**src/rtl/jt12_status_pkg.sv**
```systemverilog
// Shared constants for the JT12 status/read-back block: CPU port decode and
// busy-counter sizing.
package jt12_status_pkg;

   localparam logic [1:0] STAT  = 2'b00;
   localparam logic [1:0] SSG   = 2'b01;
   localparam logic [1:0] ADPCM = 2'b1?;   // bit 0 is a don't-care (casez item)

   localparam int DEF_BUSY_CYCLES = 32;

   // Bits needed to hold the value `cycles` itself.
   function automatic int cnt_width(input int cycles);
      return $clog2(cycles + 1);
   endfunction

endpackage

```
**src/rtl/jt12_busy_cnt.sv**
```systemverilog
// Write-busy timer: a data write loads the full count, cen ticks drain it to 0.
module jt12_busy_cnt
   import jt12_status_pkg::*;
#(
   parameter int BUSY_CYCLES = DEF_BUSY_CYCLES
) (
   input  logic clk,
   input  logic rst,
   input  logic cen,
   input  logic load,
   output logic busy
);

   localparam int W = cnt_width(BUSY_CYCLES);

   logic [W-1:0] cnt;

   // NOTE: sequential state uses non-blocking assignments only, so every
   // register samples its inputs from the same pre-edge values.
   always_ff @(posedge clk or posedge rst) begin
      if (rst)
         cnt <= '0;
      else if (load)
         cnt <= W'(BUSY_CYCLES);
      else if (cen && cnt != '0)
         cnt <= cnt - 1'b1;
   end

   assign busy = (cnt != '0);

endmodule

```
**src/rtl/jt12_status.sv**
```systemverilog
// CPU read-back for the JT12: status byte, optional SSG data and sticky
// ADPCM end flags with mask/clear, plus the registered IRQ line.
module jt12_status
   import jt12_status_pkg::*;
#(
   parameter int USE_SSG     = 0,
   parameter int USE_ADPCM   = 0,
   parameter int ADPCMA_CH   = 6,
   parameter int BUSY_CYCLES = DEF_BUSY_CYCLES
) (
   input  logic                 clk,
   input  logic                 rst,
   input  logic                 cen,
   input  logic                 wr_n,
   input  logic [1:0]           addr,
   input  logic                 flag_A,
   input  logic                 flag_B,
   input  logic [1:0]           tirq_en,
   input  logic [ADPCMA_CH-1:0] adpcma_end,
   input  logic                 adpcmb_end,
   input  logic                 flagctl_we,
   input  logic [7:0]           flagctl,
   input  logic [7:0]           psg_dout,
   output logic [7:0]           dout,
   output logic                 busy,
   output logic                 irq_n
);

   logic                 wr_data;
   logic [ADPCMA_CH-1:0] aflags;
   logic                 bflag;
   logic [7:0]           status;
   logic [7:0]           adpcm_byte;
   logic                 unused_inputs;

   assign wr_data = ~wr_n & addr[0];

   jt12_busy_cnt #(
      .BUSY_CYCLES(BUSY_CYCLES)
   ) u_busy (
      .clk (clk),
      .rst (rst),
      .cen (cen),
      .load(wr_data),
      .busy(busy)
   );

   generate
      if (USE_ADPCM != 0) begin : g_adpcm
         logic [ADPCMA_CH-1:0] amask, amask_nx;
         logic                 bmask, bmask_nx;

         // NOTE: every variable gets a value on every path of always_comb,
         // otherwise synthesis infers a latch.
         always_comb begin
            amask_nx = flagctl_we ? flagctl[ADPCMA_CH-1:0] : amask;
            bmask_nx = flagctl_we ? flagctl[7]             : bmask;
         end

         // Clearing with the next mask value makes a same-clk mask-set beat
         // an arriving end pulse.
         always_ff @(posedge clk or posedge rst) begin
            if (rst) begin
               amask  <= '0;
               bmask  <= 1'b0;
               aflags <= '0;
               bflag  <= 1'b0;
            end else begin
               amask  <= amask_nx;
               bmask  <= bmask_nx;
               aflags <= (aflags | adpcma_end) & ~amask_nx;
               bflag  <= (bflag | adpcmb_end) & ~bmask_nx;
            end
         end
      end else begin : g_no_adpcm
         assign aflags = '0;
         assign bflag  = 1'b0;
      end
   endgenerate

   assign status     = {busy, 5'd0, flag_B, flag_A};
   assign adpcm_byte = {bflag, 1'b0, 6'(aflags)};

   always_ff @(posedge clk or posedge rst) begin
      if (rst) begin
         dout  <= 8'h00;
         irq_n <= 1'b1;
      end else begin
         casez (addr)
            SSG:     dout <= (USE_SSG   != 0) ? psg_dout   : status;
            ADPCM:   dout <= (USE_ADPCM != 0) ? adpcm_byte : status;
            default: dout <= status;
         endcase
         irq_n <= ~((flag_A & tirq_en[0]) | (flag_B & tirq_en[1]) | (|aflags) | bflag);
      end
   end

   // Inputs that some parameter settings leave unread.
   assign unused_inputs = ^{psg_dout, flagctl, flagctl_we, adpcma_end, adpcmb_end};

endmodule
```
**config.mk**
```make
export PLATFORM = sky130hd
export DESIGN_NAME = jt12_status
export DESIGN_NICKNAME = d
export VERILOG_FILES = /design/src/rtl/jt12_status_pkg.sv /design/src/rtl/jt12_busy_cnt.sv /design/src/rtl/jt12_status.sv
export SDC_FILE = /design/constraint.sdc
export NUM_CORES = 1
export LEC_CHECK = 0
export CORE_AREA = 2 2 39 41
export CTS_CLUSTER_DIAMETER = 100
export DETAILED_ROUTE_END_ITERATION = 10
export DIE_AREA = 0 0 41 43
export DONT_BUFFER_PORTS = 1
export PLACE_DENSITY_LB_ADDON = 0.12
export SYNTH_ARGS = -nofsm -noshare
export SYNTH_HDL_FRONTEND = slang
export SYNTH_SLANG_ARGS = --single-unit
```
**constraint.sdc**
```tcl
create_clock -name clk -period 2.1 [get_ports clk]
set_clock_uncertainty 0.15 [all_clocks]
set_input_delay 0 -clock clk [delete_from_list [all_inputs] [get_ports clk]]
set_output_delay 0 -clock clk [all_outputs]
set_load 0.1 [all_outputs]
```
After elaboration in Yosys (flattened, before gate mapping)
Index checks and enable logic that the tools add are counted.
{"block": "op_classes", "addsub": 1, "mux": 2, "bitwise_logic": 6, "n_reduce_logical": 3}
{"op": "two-way mux 6 bit", "count": 2}
{"op": "nonzero test 6 bit", "count": 1}
{"op": "subtractor 6 x 1 -> 6 bit (second input constant)", "count": 1}
{"op": "AND 1 bit", "count": 3}
{"op": "NOT 1 bit", "count": 2}
{"op": "nonzero test 2 bit", "count": 1}
{"op": "logical AND 1 bit", "count": 1}
{"op": "OR 1 bit", "count": 1}
{"block": "totals", "register_bits": 10, "in_bits": 34, "output_inout_bits": 10, "wordCells": 15}

Longest topological paths before layout
{"block": "logic_depth", "word_depth": 4, "depth_mapped": 5, "ltp_nobuf": 5}

By module
Synthesis repeated with hierarchy kept, for this count alone.
{"block": "unflattened", "cells_unflattened": 54, "hier_area_um2": 543.0}
{"module": "jt12_busy_cnt", "instances": 1, "cells_each": 41, "area_each_um2": 377.9, "seq_area_each_um2": 150.1}
{"module": "jt12_status", "instances": 1, "cells_each": 13, "area_each_um2": 165.2, "seq_area_each_um2": 101.3}

Worst setup path before layout
No wires, ideal clock.
{"block": "synth_timing", "kind": "flip-flop to flip-flop", "from": "reg u_busy.cnt[0]", "to": "reg dout[7]", "setup_time_ns": 0.385, "arrival_time_ns": 1.468, "t_required_ns": 1.565, "slack_ns": 0.096, "stages_incl_launch_ff": 5, "path_buffers": 0, "synth_period_minus_slack_ns": 2.004, "cell_sequence": "dfrtp_1 > inv_1 > ha_1 > nor2b_1 > nand2_1"}
{"block": "synth_between", "elab_chain_cells": 1}
{"item": "start, declared", "line_no": "jt12_busy_cnt.sv:16", "rtl": "logic [W-1:0] cnt;"}
{"item": "start signal, assigned", "line_no": "jt12_busy_cnt.sv:24", "rtl": "cnt <= W'(BUSY_CYCLES);"}
{"item": "start signal, assigned", "line_no": "jt12_busy_cnt.sv:26", "rtl": "cnt <= cnt - 1'b1;"}
{"item": "nonzero test 6 bit", "line_no": "jt12_busy_cnt.sv:29", "rtl": "assign busy = (cnt != '0);"}
{"item": "net busy", "line_no": "jt12_status.sv:25", "rtl": "output logic busy,"}
{"item": "end signal, assigned", "line_no": "jt12_status.sv:90", "rtl": "SSG: dout <= (USE_SSG != 0) ? psg_dout : status;"}
{"item": "end signal, assigned", "line_no": "jt12_status.sv:91", "rtl": "ADPCM: dout <= (USE_ADPCM != 0) ? adpcm_byte : status;"}
{"item": "end signal, assigned", "line_no": "jt12_status.sv:92", "rtl": "default: dout <= status;"}
{"item": "end, declared", "line_no": "jt12_status.sv:24", "rtl": "output logic [7:0] dout,"}
The timed path passes the listed nets, and every way through them passes these cells.
A chain may end at the register's enable or synchronous reset.

Worst setup path in the final report
{"block": "layout_timing", "from": "reg u_busy.cnt[0]", "to": "reg u_busy.cnt[2]"}
{"block": "layout_between", "elab_chain_cells": 3, "elab_cells_between_ends": 6, "cone_classes": "add/sub (1); mux (2); reduce/logical (3)"}
{"item": "subtractor 6 x 1 -> 6 bit / nonzero test 6 bit (equally long branches)", "line_no": "jt12_busy_cnt.sv:26, jt12_busy_cnt.sv:25"}
{"item": "two-way mux 6 bit / logical AND 1 bit (equally long branches)", "line_no": "jt12_busy_cnt.sv:25", "rtl": "else if (cen && cnt != '0)"}
{"item": "two-way mux 6 bit / nonzero test 2 bit (equally long branches)"}
Several ways; a longest one is shown, not always the timed one. The select of a mux whose other input is x is not followed.

==> impl_results.md <==
* Leakage at 0.314 nW
* Min-delay worst type: input port to asynchronous set/reset pin
* Total global-route track usage at 14.4%
* Longest Clk Path Bufs at 2
* CP top delay family: buffers and inverters
* Synth cell types at 24
* Initial antenna violation count at 0
* Buffers on Ports at 0
* Largest stage delay, worst path at 0.56 ns
* Placed instance area at 537 µm²
* CP required at 2.15 ns
* First-pass iteration count of the detailed router at 4
* Min Tclk post-route at 2.02 ns
* Slowest stage cell, crit path: dlygate4sd3_1
* CTS sink cnt at 10
* Commonest non-fill, non-tap cell in the layout: dlygate4sd3_1
* Pwr Total at 0.929 mW
* Area growth syn-to-layout at 35.4%
* CP max FO at 5
* Setup Crit Path Kind: flop to flop
* Sequential element share of the synthesized area at 49.4%
* Worst-path cell chain: inv_1 > ha_2 > nor2b_2 > a211o_1 > a21oi_2 > dlygate4sd3_1
* Max Transition Viols Final at 0
* Initial core utilization at 36.8%
* Post-DRT Antenna Nets at 0
* Die X-Extent at 41 µm
* Total congestion overflow at 0
* Commonest non-fill, non-tap cells in the layout: dlygate4sd3_1, dfrtp_1, nand2_1, conb_1, buf_4
* Share of the synthesized area in the top cell type at 44.2%
* Warnings, synthesis at 0
* Final hold violations at 9
* Top cell type by total area after synthesis: dfrtp_1
* Max-Cap Viols at 0
* Cell count after synthesis at 49
* Core footprint at 1380 µm²
* Largest cells by area after synthesis: dfrtp_1, buf_4, dfstp_2, ha_1, nand2_1
* Vias in the first global route at 450
* # placed instances at 68
* Tcrit/Tclk final at 96.2%
* Global-route wire length before repair at 1700 µm
* Crit path buf inv count at 2
* Hold slack final at -0.0110 ns
* Filler-free cell count of the finished design at 83
* Vias per cell at 5.19
* Die H at 43 µm
* Share of layout cells above drive strength 1 at 20.9%
* Flops & latches, synth at 10
* H-tree Lvls at 1
* Critical path arrival at 2.07 ns
* Pwr/cell area at 1350 nW/µm²
* Worst vdd ir at 0.510 mV
* Failing checks: hold timing
* CTS Root Cell: clkbuf_4
* Ant diodes at 0
* Vias at 431
* Routability cong. at 0.797
* Status: complete, but fails checks
* Detailed placement HPWL at 721 µm
* Worst setup EP type: flop
* Reg clk slew, reported paths at 0.07 ns
* Detailed Route Iter0 Violations at 4
* Netlist Area Pre-Place at 509 µm²
* Nets at 104
* Mean Syn Cell Area at 10.4 µm²
* Critical path startpoint category: flop
* Largest net degree at the start of global routing at 11
* Worst-Skew Late Latency at 0.27 ns
* Ports at 44
* Rows at 14
* Drt wl/cell at 12.7 µm
* Die ar. at 1760 µm²
* Total Wirelength at 1050 µm
* Setup violators final at 0
* Post-route cell area at 689 µm²
* Cts bufs inserted at 3
* Fmax at 0.495 GHz
* CTS tree: built
* Drc violations at 0
per-layer routing:
| layer | up-vias | routed length (µm) | part of all wire, % | GRT usage [%] |
|---|---|---|---|---|
| met4 | 0 | 21 | 2.0 | 8.00 |
| met1 | 206 | 346 | 33 | 16.3 |
| met5 | - | 0 | 0 | 0 |
| met3 | 3 | 62 | 5.9 | 4.71 |
| met2 | 24 | 620 | 59 | 22.5 |
| li1 | 198 | - | - | - |
synth_stat cells:
library cell  n
o21ai_0       2
ha_1          2
a21boi_1      1
nand3_1       1
buf_4         5
inv_1         3
or3b_4        1
nor3_1        1
dfrtp_1       9
dfstp_2       1
o31ai_1       1
mux2i_1       1
nand2b_1      2
nor2b_1       2
a2111o_1      1
o211a_1       1
o211ai_1      1
a211o_1       1
nand2_1       5
or4_1         1
a21oi_1       3
or3_1         2
conb_1        1
a22oi_1       1
report_power, final:
| part | total, mW | leakage [nW] | internal [mW] | switching [mW] |
|---|---|---|---|---|
| clock network | 0.177 | 0.0210 | 0.105 | 0.0718 |
| registers | 0.326 | 0.117 | 0.255 | 0.0702 |
| logic | 0.426 | 0.176 | 0.158 | 0.268 |
path summary, 6_finish.rpt:
check | from | slack (ns) | to | cells past startpoint
worst max-delay path | u_busy.cnt[0]$_DFFE_PP0P_ | 0.08 | u_busy.cnt[2]$_DFFE_PP0P_ | 6
max in group asynchronous | rst | 1.50 | irq_n$_DFF_PP1_ | 2
worst max register to register | u_busy.cnt[0]$_DFFE_PP0P_ | 0.08 | u_busy.cnt[2]$_DFFE_PP0P_ | 6
worst min-delay path | rst | -0.01 | u_busy.cnt[0]$_DFFE_PP0P_ | 2
min in group clk | flag_A | 0.16 | dout[0]$_DFF_PP0_ | 1
worst min register to register | u_busy.cnt[0]$_DFFE_PP0P_ | 0.41 | u_busy.cnt[0]$_DFFE_PP0P_ | 2
what timing repair did:
action                                  4_1_cts  5_1_grt
endpoints found under the setup margin        0        1
buffers inserted                              0        1
hold endpoints to repair                     19        0
gates resized for setup                       0        3
hold buffers                                 10        0
registers in the layout, indices dropped and copies added, names as in the netlist:
register / flops
u_busy.cnt: 6
dout: 3
irq_n: 1
metrics by stage:
step / utilization, % / setup WS (ns) / setup TNS [ns]
after CTS: 48.6 / 0.0833 / 0
after detailed placement: 38.8 / 0.469 / 0
final: 49.8 / 0.0808 / 0
after floorplan: - / 0.0963 / 0
after global routing: 49.8 / -0.00676 / -0.00676
after global placement: 38.8 / 0.510 / 0
worst register-to-register path, cell delays in order (launching register included):
cell and delay, ns:
dfrtp_1 0.37, inv_1 0.08, ha_2 0.19, nor2b_2 0.18
a211o_1 0.30, a21oi_2 0.13, dlygate4sd3_1 0.56
layout make-up:
class	count	area (µm²)
clock buffers	4	36.3
fillers	133	694
inverters	3	11.3
multi-input cells	35	233
flip-flops and latches	10	251
well taps	16	20.0
repair buffers	15	138
cells by family after synthesis:
| logic type | count (synthesis) | synth area share [%] |
|---|---|---|
| AND/OR/NAND/NOR | 15 | 16.7 |
| AO/OA/AOI/OAI | 12 | 16.7 |
| flip-flops | 10 | 49.4 |
| buffers and inverters | 8 | 9.58 |
| adder cells (fa/ha/maj) | 2 | 4.91 |
| multiplexers | 1 | 1.97 |
| other | 1 | 0.736 |
Note: power is estimated with default switching activity, not from simulation.
